===== src/rtl/adsr_voice_sequencer.sv =====
// Per-voice ADSR context store and sweep sequencer: on each sample tick it walks every voice
// through the shared combinational ADSR stage, writes the result back, and streams clamped volumes.
module adsr_voice_sequencer #(
  parameter int NB_VOICES = 16,
  parameter int VOICE_W   = 4
) (
  input  logic               clk,
  input  logic               rst_n,
  input  logic               sample_tick,
  input  logic               note_on_valid,
  input  logic [VOICE_W-1:0] note_on_voice,
  input  logic               note_off_valid,
  input  logic [VOICE_W-1:0] note_off_voice,
  output logic [2:0]         adsr_i_state,
  output logic [17:0]        adsr_i_volume,
  output logic               adsr_i_pressed,
  output logic               adsr_i_released,
  input  logic [2:0]         adsr_o_state,
  input  logic [17:0]        adsr_o_volume,
  output logic               vol_valid,
  output logic [VOICE_W-1:0] vol_voice,
  output logic [17:0]        vol_data,
  output logic               busy,
  output logic               sweep_done,
  output logic               overrun
);

  // Volume stream: vol_valid is a one-cycle strobe per voice, no backpressure; vol_voice,
  // vol_data and sweep_done are only meaningful while vol_valid is high.
  typedef enum logic {IDLE = 1'b0, SWEEP = 1'b1} seq_state_t;

  seq_state_t         r_state, w_state_nxt;
  logic [VOICE_W-1:0] r_v, w_v_nxt;
  logic [2:0]         r_st  [NB_VOICES];
  logic [17:0]        r_vol [NB_VOICES];
  logic [NB_VOICES-1:0] r_press, r_release;
  logic               r_vol_valid, r_sweep_done, r_overrun;
  logic [VOICE_W-1:0] r_vol_voice;
  logic [17:0]        r_vol_data;
  logic               w_sweep, w_last, w_tick_busy;

  assign w_sweep = (r_state == SWEEP);
  assign w_last  = (r_v == VOICE_W'(NB_VOICES - 1));
  // The sweep_done cycle still counts as busy for incoming ticks.
  assign w_tick_busy = sample_tick && (w_sweep || r_sweep_done);

  always_ff @(posedge clk or negedge rst_n) begin
    if (!rst_n) begin
      r_state <= IDLE;
      r_v     <= '0;
    end else begin
      r_state <= w_state_nxt;
      r_v     <= w_v_nxt;
    end
  end

  always_comb begin
    w_state_nxt = r_state;
    w_v_nxt     = r_v;
    case (r_state)
      IDLE: begin
        if (sample_tick && !r_sweep_done) begin
          w_state_nxt = SWEEP;
          w_v_nxt     = '0;
        end
      end
      SWEEP: begin
        if (w_last) begin
          w_state_nxt = IDLE;
          w_v_nxt     = '0;
        end else begin
          w_v_nxt = r_v + 1'b1;
        end
      end
    endcase
  end

  always_comb begin
    adsr_i_state    = '0;
    adsr_i_volume   = '0;
    adsr_i_pressed  = 1'b0;
    adsr_i_released = 1'b0;
    if (w_sweep) begin
      adsr_i_state    = r_st[r_v];
      adsr_i_volume   = r_vol[r_v];
      adsr_i_pressed  = r_press[r_v];
      adsr_i_released = r_release[r_v];
    end
  end

  // Later assignments win: consume-clear, then note-on, then note-off.
  always_ff @(posedge clk or negedge rst_n) begin
    if (!rst_n) begin
      for (int i = 0; i < NB_VOICES; i++) begin
        r_st[i]  <= '0;
        r_vol[i] <= '0;
      end
      r_press   <= '0;
      r_release <= '0;
    end else begin
      for (int i = 0; i < NB_VOICES; i++) begin
        if (w_sweep && (r_v == VOICE_W'(i))) begin
          r_st[i]      <= adsr_o_state;
          r_vol[i]     <= adsr_o_volume;
          r_press[i]   <= 1'b0;
          r_release[i] <= 1'b0;
        end
        if (note_on_valid && (note_on_voice == VOICE_W'(i))) begin
          r_press[i]   <= 1'b1;
          r_release[i] <= 1'b0;
        end
        if (note_off_valid && (note_off_voice == VOICE_W'(i))) begin
          r_press[i]   <= 1'b0;
          r_release[i] <= 1'b1;
        end
      end
    end
  end

  always_ff @(posedge clk or negedge rst_n) begin
    if (!rst_n) begin
      r_vol_valid  <= 1'b0;
      r_vol_voice  <= '0;
      r_vol_data   <= '0;
      r_sweep_done <= 1'b0;
      r_overrun    <= 1'b0;
    end else begin
      r_vol_valid  <= w_sweep;
      r_sweep_done <= w_sweep && w_last;
      r_overrun    <= r_overrun || w_tick_busy;
      if (w_sweep) begin
        r_vol_voice <= r_v;
        r_vol_data  <= adsr_o_volume[17] ? 18'h0 : {1'b0, adsr_o_volume[16:0]};
      end
    end
  end

  assign busy       = w_sweep;
  assign vol_valid  = r_vol_valid;
  assign vol_voice  = r_vol_voice;
  assign vol_data   = r_vol_data;
  assign sweep_done = r_sweep_done;
  assign overrun    = r_overrun;

endmodule


===== config.mk =====
export PLATFORM = sky130hd
export DESIGN_NAME = adsr_voice_sequencer
export DESIGN_NICKNAME = d
export VERILOG_FILES = /design/src/rtl/adsr_voice_sequencer.sv
export SDC_FILE = /design/constraint.sdc
export NUM_CORES = 1
export LEC_CHECK = 0
export CORE_MARGIN = 3
export CORE_UTILIZATION = 61
export CTS_CLUSTER_SIZE = 25
export DETAILED_ROUTE_END_ITERATION = 6
export PLACE_DENSITY = 0.8
export SLEW_MARGIN = 5
export SYNTH_ARGS = -nofsm -noshare
export SYNTH_HDL_FRONTEND = slang
export SYNTH_SLANG_ARGS = --single-unit

===== constraint.sdc =====
create_clock -name clk -period 2.4 [get_ports clk]
set_input_delay 0.48 -clock clk [delete_from_list [all_inputs] [get_ports clk]]
set_output_delay 0.48 -clock clk [all_outputs]
set_load 0.01 [all_outputs]

* Word-level counts from Yosys, hierarchy flattened
Index checks and enable logic that the tools add are counted.
** Storage, ports and cells
- Bits of input ports :: 34
- Output and inout bits :: 49
- Logic and storage cells :: 295
- Bits in registers :: 398
** Operators by class
- Eq/ne operators :: 46
- Multiplexer cells :: 101
- Reduce and logical (&&, ||, !) cells :: 72
- Add/sub/neg operators :: 1
- Bitwise operators :: 2
- $lt $le $gt $ge :: 2
** Operators by type and width (count)
- == test 4 bit, second input constant :: 24
- two-way mux 1 bit :: 86
- binary-select mux 18 bit (select 4 bit) :: 1
- two-way mux 18 bit :: 3
- logical AND 1 bit :: 50
- == test 4 x 3 -> 1 bit, second input constant :: 12
- nonzero test 3 bit :: 16
- == test 4 x 2 -> 1 bit, second input constant :: 6
- two-way mux 17 bit :: 1
- binary-select mux 3 bit (select 4 bit) :: 1
- == test 4 x 1 -> 1 bit, second input constant :: 3
- zero test 4 bit :: 3
- two-way mux 3 bit :: 3
- binary-select mux 1 bit (select 4 bit) :: 2
- two-way mux 4 bit :: 2
- one-hot mux 4 bit (2 select lines) :: 1
- >= comparator 5 bit, second input constant :: 1
- less-than comparator 4 x 5 -> 1 bit, second input constant :: 1
- NOT 4 -> 5 bit :: 1
- adder 4 x 1 -> 4 bit, second input constant :: 1
- logical OR 1 bit :: 2
- inequality test 2 bit, second input constant :: 1
- one-hot mux 1 bit (2 select lines) :: 1
- zero test 1 bit :: 1
- NOT 1 bit :: 1

* Longest topological paths before layout
- Depth in word-level cells :: 5
- Gate-level depth with buffers :: 9
- Depth with buffers taken out :: 5

* Worst setup path after synthesis
No wires, ideal clock.
- Path kind :: register -> register
- From :: register r_v[1]
- To :: register r_st[47] in the netlist's numbering
- Path buffers :: 4
- Required time :: 2.275 ns
- Library setup time :: 0.125 ns
- Cell stages (with the launch flop) :: 9
- Setup slack :: 0.191 ns
- Clock period less this slack :: 2.209 ns
- Data arrival time :: 2.084 ns
- Cells stage by stage :: dfrtp_1 > buf_2 > buf_4 > buf_2 > inv_1 > ha_1 > and4bb_2 > buf_4 > mux2_2
** On the way
- Cells in the longest elaborated chain, start to end :: 2
** RTL lines
- start: declaration :: RTL line 33 : logic [VOICE_W-1:0] r_v, w_v_nxt;
- start signal: assignment :: RTL line 53 : r_v <= w_v_nxt;
- zero test 4 bit :: RTL line 102 : if (w_sweep && (r_v == VOICE_W'(i))) begin
- logical AND 1 bit :: RTL line 102
- end signal: indexed assignment :: RTL line 103 : r_st[i] <= adsr_o_state;
- end: declaration :: RTL line 34 : logic [2:0] r_st [NB_VOICES];
Every way passes these cells.
A chain may end at the register's enable or synchronous reset.

* Worst setup path after layout
- From :: register r_v[0]
- To :: output adsr_i_volume[17]
** On the way
- Cells in the longest elaborated chain, start to end :: 5
** RTL lines
- NOT 4 -> 5 bit (implied by the code) :: RTL line 85 : adsr_i_volume = r_vol[r_v];
- binary-select mux 18 bit (select 4 bit) :: RTL line 85
- two-way mux 18 bit (implied by the code) (2 in series) :: RTL line 85
- two-way mux 18 bit :: RTL line 83 : if (w_sweep) begin
- end: declaration :: RTL line 15 : output logic [17:0] adsr_i_volume,
Every way passes these cells. The select of a mux whose other input is x is not followed.

==> results.sh <==
export IMPL_ys_flop_type="dfrtp_1"
export IMPL_track_usage_pct=33.7
export IMPL_ant_nets=0
export IMPL_final_util_pct=76.1
export IMPL_maxSlewViolCount=0
export IMPL_setup_slack_ps=-548
export IMPL_period_needed_ps=2950
export IMPL_drcViolationCount=0
export IMPL_finalHoldViolCount=0
export IMPL_violations="setup timing"
export IMPL_ctsLongestPathBuffers=3
export IMPL_area_delta_synth_final_pct=21.3
export IMPL_antenna_found_initial=1
export IMPL_path_buf_inv=3
export IMPL_synth_edf_count=0
export IMPL_synth_top_family_by_area="multiplexers"
export IMPL_row_count=62
export IMPL_htreeDepth=2
export IMPL_syn_inst=1325
export IMPL_worstMarginPinSlew_ps=851
export IMPL_die_x_um=179
export IMPL_synth_fa_ha_area_share_pct=0.343
export IMPL_crit_slowest_cell="mux4_2"
export IMPL_period_share_pct=123
export IMPL_hpwl_mm=31.7
export IMPL_pin_count=83
export IMPL_drive_above_1_share_pct=48.1
export IMPL_die_y_um=179
export IMPL_place_ws_ps=-443
export IMPL_syn_area_per_cell_um2=13.8
export IMPL_hp_class="input pin to async pin"
export IMPL_synthSimpleGateAreaFrac_pct=6.08
export IMPL_synth_mux_area_share_pct=29.8
export IMPL_total_power_uw=35700
export IMPL_endpoint_kind="output port"
export IMPL_dieArea_mm2=0.0320
export IMPL_gp_congestion=0.883
export IMPL_yosys_top_cells_count="dfrtp_1, mux2_2, nand2_1, buf_2, o22ai_1"
export IMPL_drtIter0Drc=1244
export IMPL_clock_latency_ps=550
export IMPL_grt_pass1_wl_mm=80.7
export IMPL_yosys_top_cells_area="dfrtp_1, mux2_2, mux4_2"
export IMPL_nNetsFinal=1514
export IMPL_leakage_uw=0.00965
export IMPL_start_kind="flop"
export IMPL_drv_cap=0
export IMPL_powerDensity_mw_per_mm2=1610
export IMPL_tritoncts="done"
export IMPL_synth_compound_area_share_pct=5.87
export IMPL_synth_cell_types=45
export IMPL_required_ps=1920
export IMPL_initial_core_util_pct=62.8
export IMPL_ys_warn_count=0
export IMPL_synth_most_common_cell="dfrtp_1"
export IMPL_grt_pass1_vias=13360
export IMPL_overflow=0
export IMPL_setup_viol=23
export IMPL_cts_buffers=42
export IMPL_viasPerCell=6.65
export IMPL_clkTransAtPathRegs_ps=60
export IMPL_clockRootBuffer="clkbuf_16"
export IMPL_drt_total_wl_mm=53.1
export IMPL_synth_xor_area_share_pct=0.0480
export IMPL_cp_cell_sequence="buf_6 -> buf_12 -> mux4_2 -> a22oi_2 -> o31ai_4 -> buf_2"
export IMPL_via_count=12590
export IMPL_cp_slowest_stage_delay_ps=520
export IMPL_max_slew_margin_rel_pct=43.1
export IMPL_synth_seq_cells=397
export IMPL_clock_skew_ps=16.6
export IMPL_cp_arrival_ps=2470
export IMPL_yosysTopAreaCellShare_pct=54.4
export IMPL_grt_setup_unrepaired="yes"
export IMPL_drtPass1Iterations=5
export IMPL_portBuffers=81
export IMPL_coreArea_mm2=0.0291
export IMPL_wl_per_cell_um=28.0
export IMPL_yosysSeqAreaShare_pct=54.4
export IMPL_fmax_mhz=339
export IMPL_vdd_drop_max_mv=0.760
export IMPL_synth_cell_area_mm2=0.0183
export IMPL_grt_max_degree=81
export IMPL_crit_family="multiplexers"
export IMPL_async_flop_share_pct=100
export IMPL_crit_type="flop to output port"
export IMPL_cts_sinks=397
export IMPL_synth_net_count=1364
export IMPL_path_max_fanout=5
export IMPL_synth_area_leader_cell="dfrtp_1"
export IMPL_status="complete, but fails checks"
[worst register-to-register path, cell delays in order (launching register included)]
cell and delay, ps:
dfrtp_4 540, buf_4 160, buf_6 110, buf_12 140
buf_4 160, ha_1 240, buf_4 170, nand4b_4 140
buf_12 230, mux2_2 380
[cell type report]
type / instances / area [µm²]
Antenna cell: 1 / 2.50
Tap cell: 384 / 480
Sequential cell: 397 / 9940
Timing Repair Buffer: 215 / 2310
Multi-Input combinational cell: 813 / 8000
Clock buffer: 63 / 1250
Clock inverter: 13 / 141
Inverter: 6 / 22.5
Fill cell: 1650 / 6940
[cell families after synthesis]
logic type / Yosys count
multiplexers: 437
buffers and inverters: 115
AND/OR/NAND/NOR: 217
AO/OA/AOI/OAI: 152
flip-flops: 397
other: 1
adder cells (fa/ha/maj): 5
XOR/XNOR: 1
[routing by layer]
metal / vias to the layer above / GRT usage (%) / share of wire [%]
li1: 5151 / - / -
met1: 6593 / 45.5 / 39
met2: 660 / 54.2 / 49
met3: 184 / 6.73 / 8.2
met4: 2 / 13.4 / 4.1
met5: - / 0 / 0.025
[report_power, final]
group / internal, µW / total [µW] / switching [µW]
logic: 9170 / 17100 / 7970
registers: 10100 / 12100 / 2000
clock network: 3830 / 6500 / 2670
[metrics by stage]
stage	TNS [ps]	area, µm²	std cells	hold WS [ps]
global route	-11690	22100	1891	501
detailed placement	-6400	20300	1798	438
floorplan	0	18300	1325	184
CTS	-10630	22200	1890	472
finish	-10790	22100	1892	476
global placement	-6140	20300	1798	435
[cells in the final DEF, fill, tap and decap left out, types with 23 or more instances in the layout]
cell type / instances
o22ai_1: 43
clkdlybuf4s50_1: 57
buf_12: 39
mux4_2: 46
a22oi_2: 23
nand2_1: 154
clkbuf_16: 43
mux2_2: 375
buf_4: 75
dfrtp_1: 394
[state kept, by name, indices dropped and copies added (netlist names), 4 cells and up]
signal     count
vol_data      17
r_press       16
vol_voice      4
r_v            4
r_st          48
r_vol        288
r_release     16
[final timing paths]
path                                            start                     end  slack [ps]  cells past startpoint
worst max-delay path               r_v[0]$_DFFE_PN0P_       adsr_i_volume[17]        -550                      6
worst min-delay path                            rst_n  r_vol[129]$_DFFE_PN0P_         480                      2
worst max register to register     r_v[0]$_DFFE_PN0P_  r_vol[150]$_DFFE_PN0P_          10                      9
worst min register to register  r_vol[16]$_DFFE_PN0P_   r_vol[16]$_DFFE_PN0P_         480                      2
max in group asynchronous                       rst_n      r_v[0]$_DFFE_PN0P_        1120                      3
min in group clk                r_vol[16]$_DFFE_PN0P_   r_vol[16]$_DFFE_PN0P_         480                      2
[timing repair]
action	in CTS	in global routing
resized for setup	170	18
pin swaps	25	9
hold buffers	1	0
setup endpoints to repair	23	45
gates cloned	5	0
hold endpoints to repair	47	0
setup buffers	14	6
No activity file was read; power rests on OpenSTA's default activity.
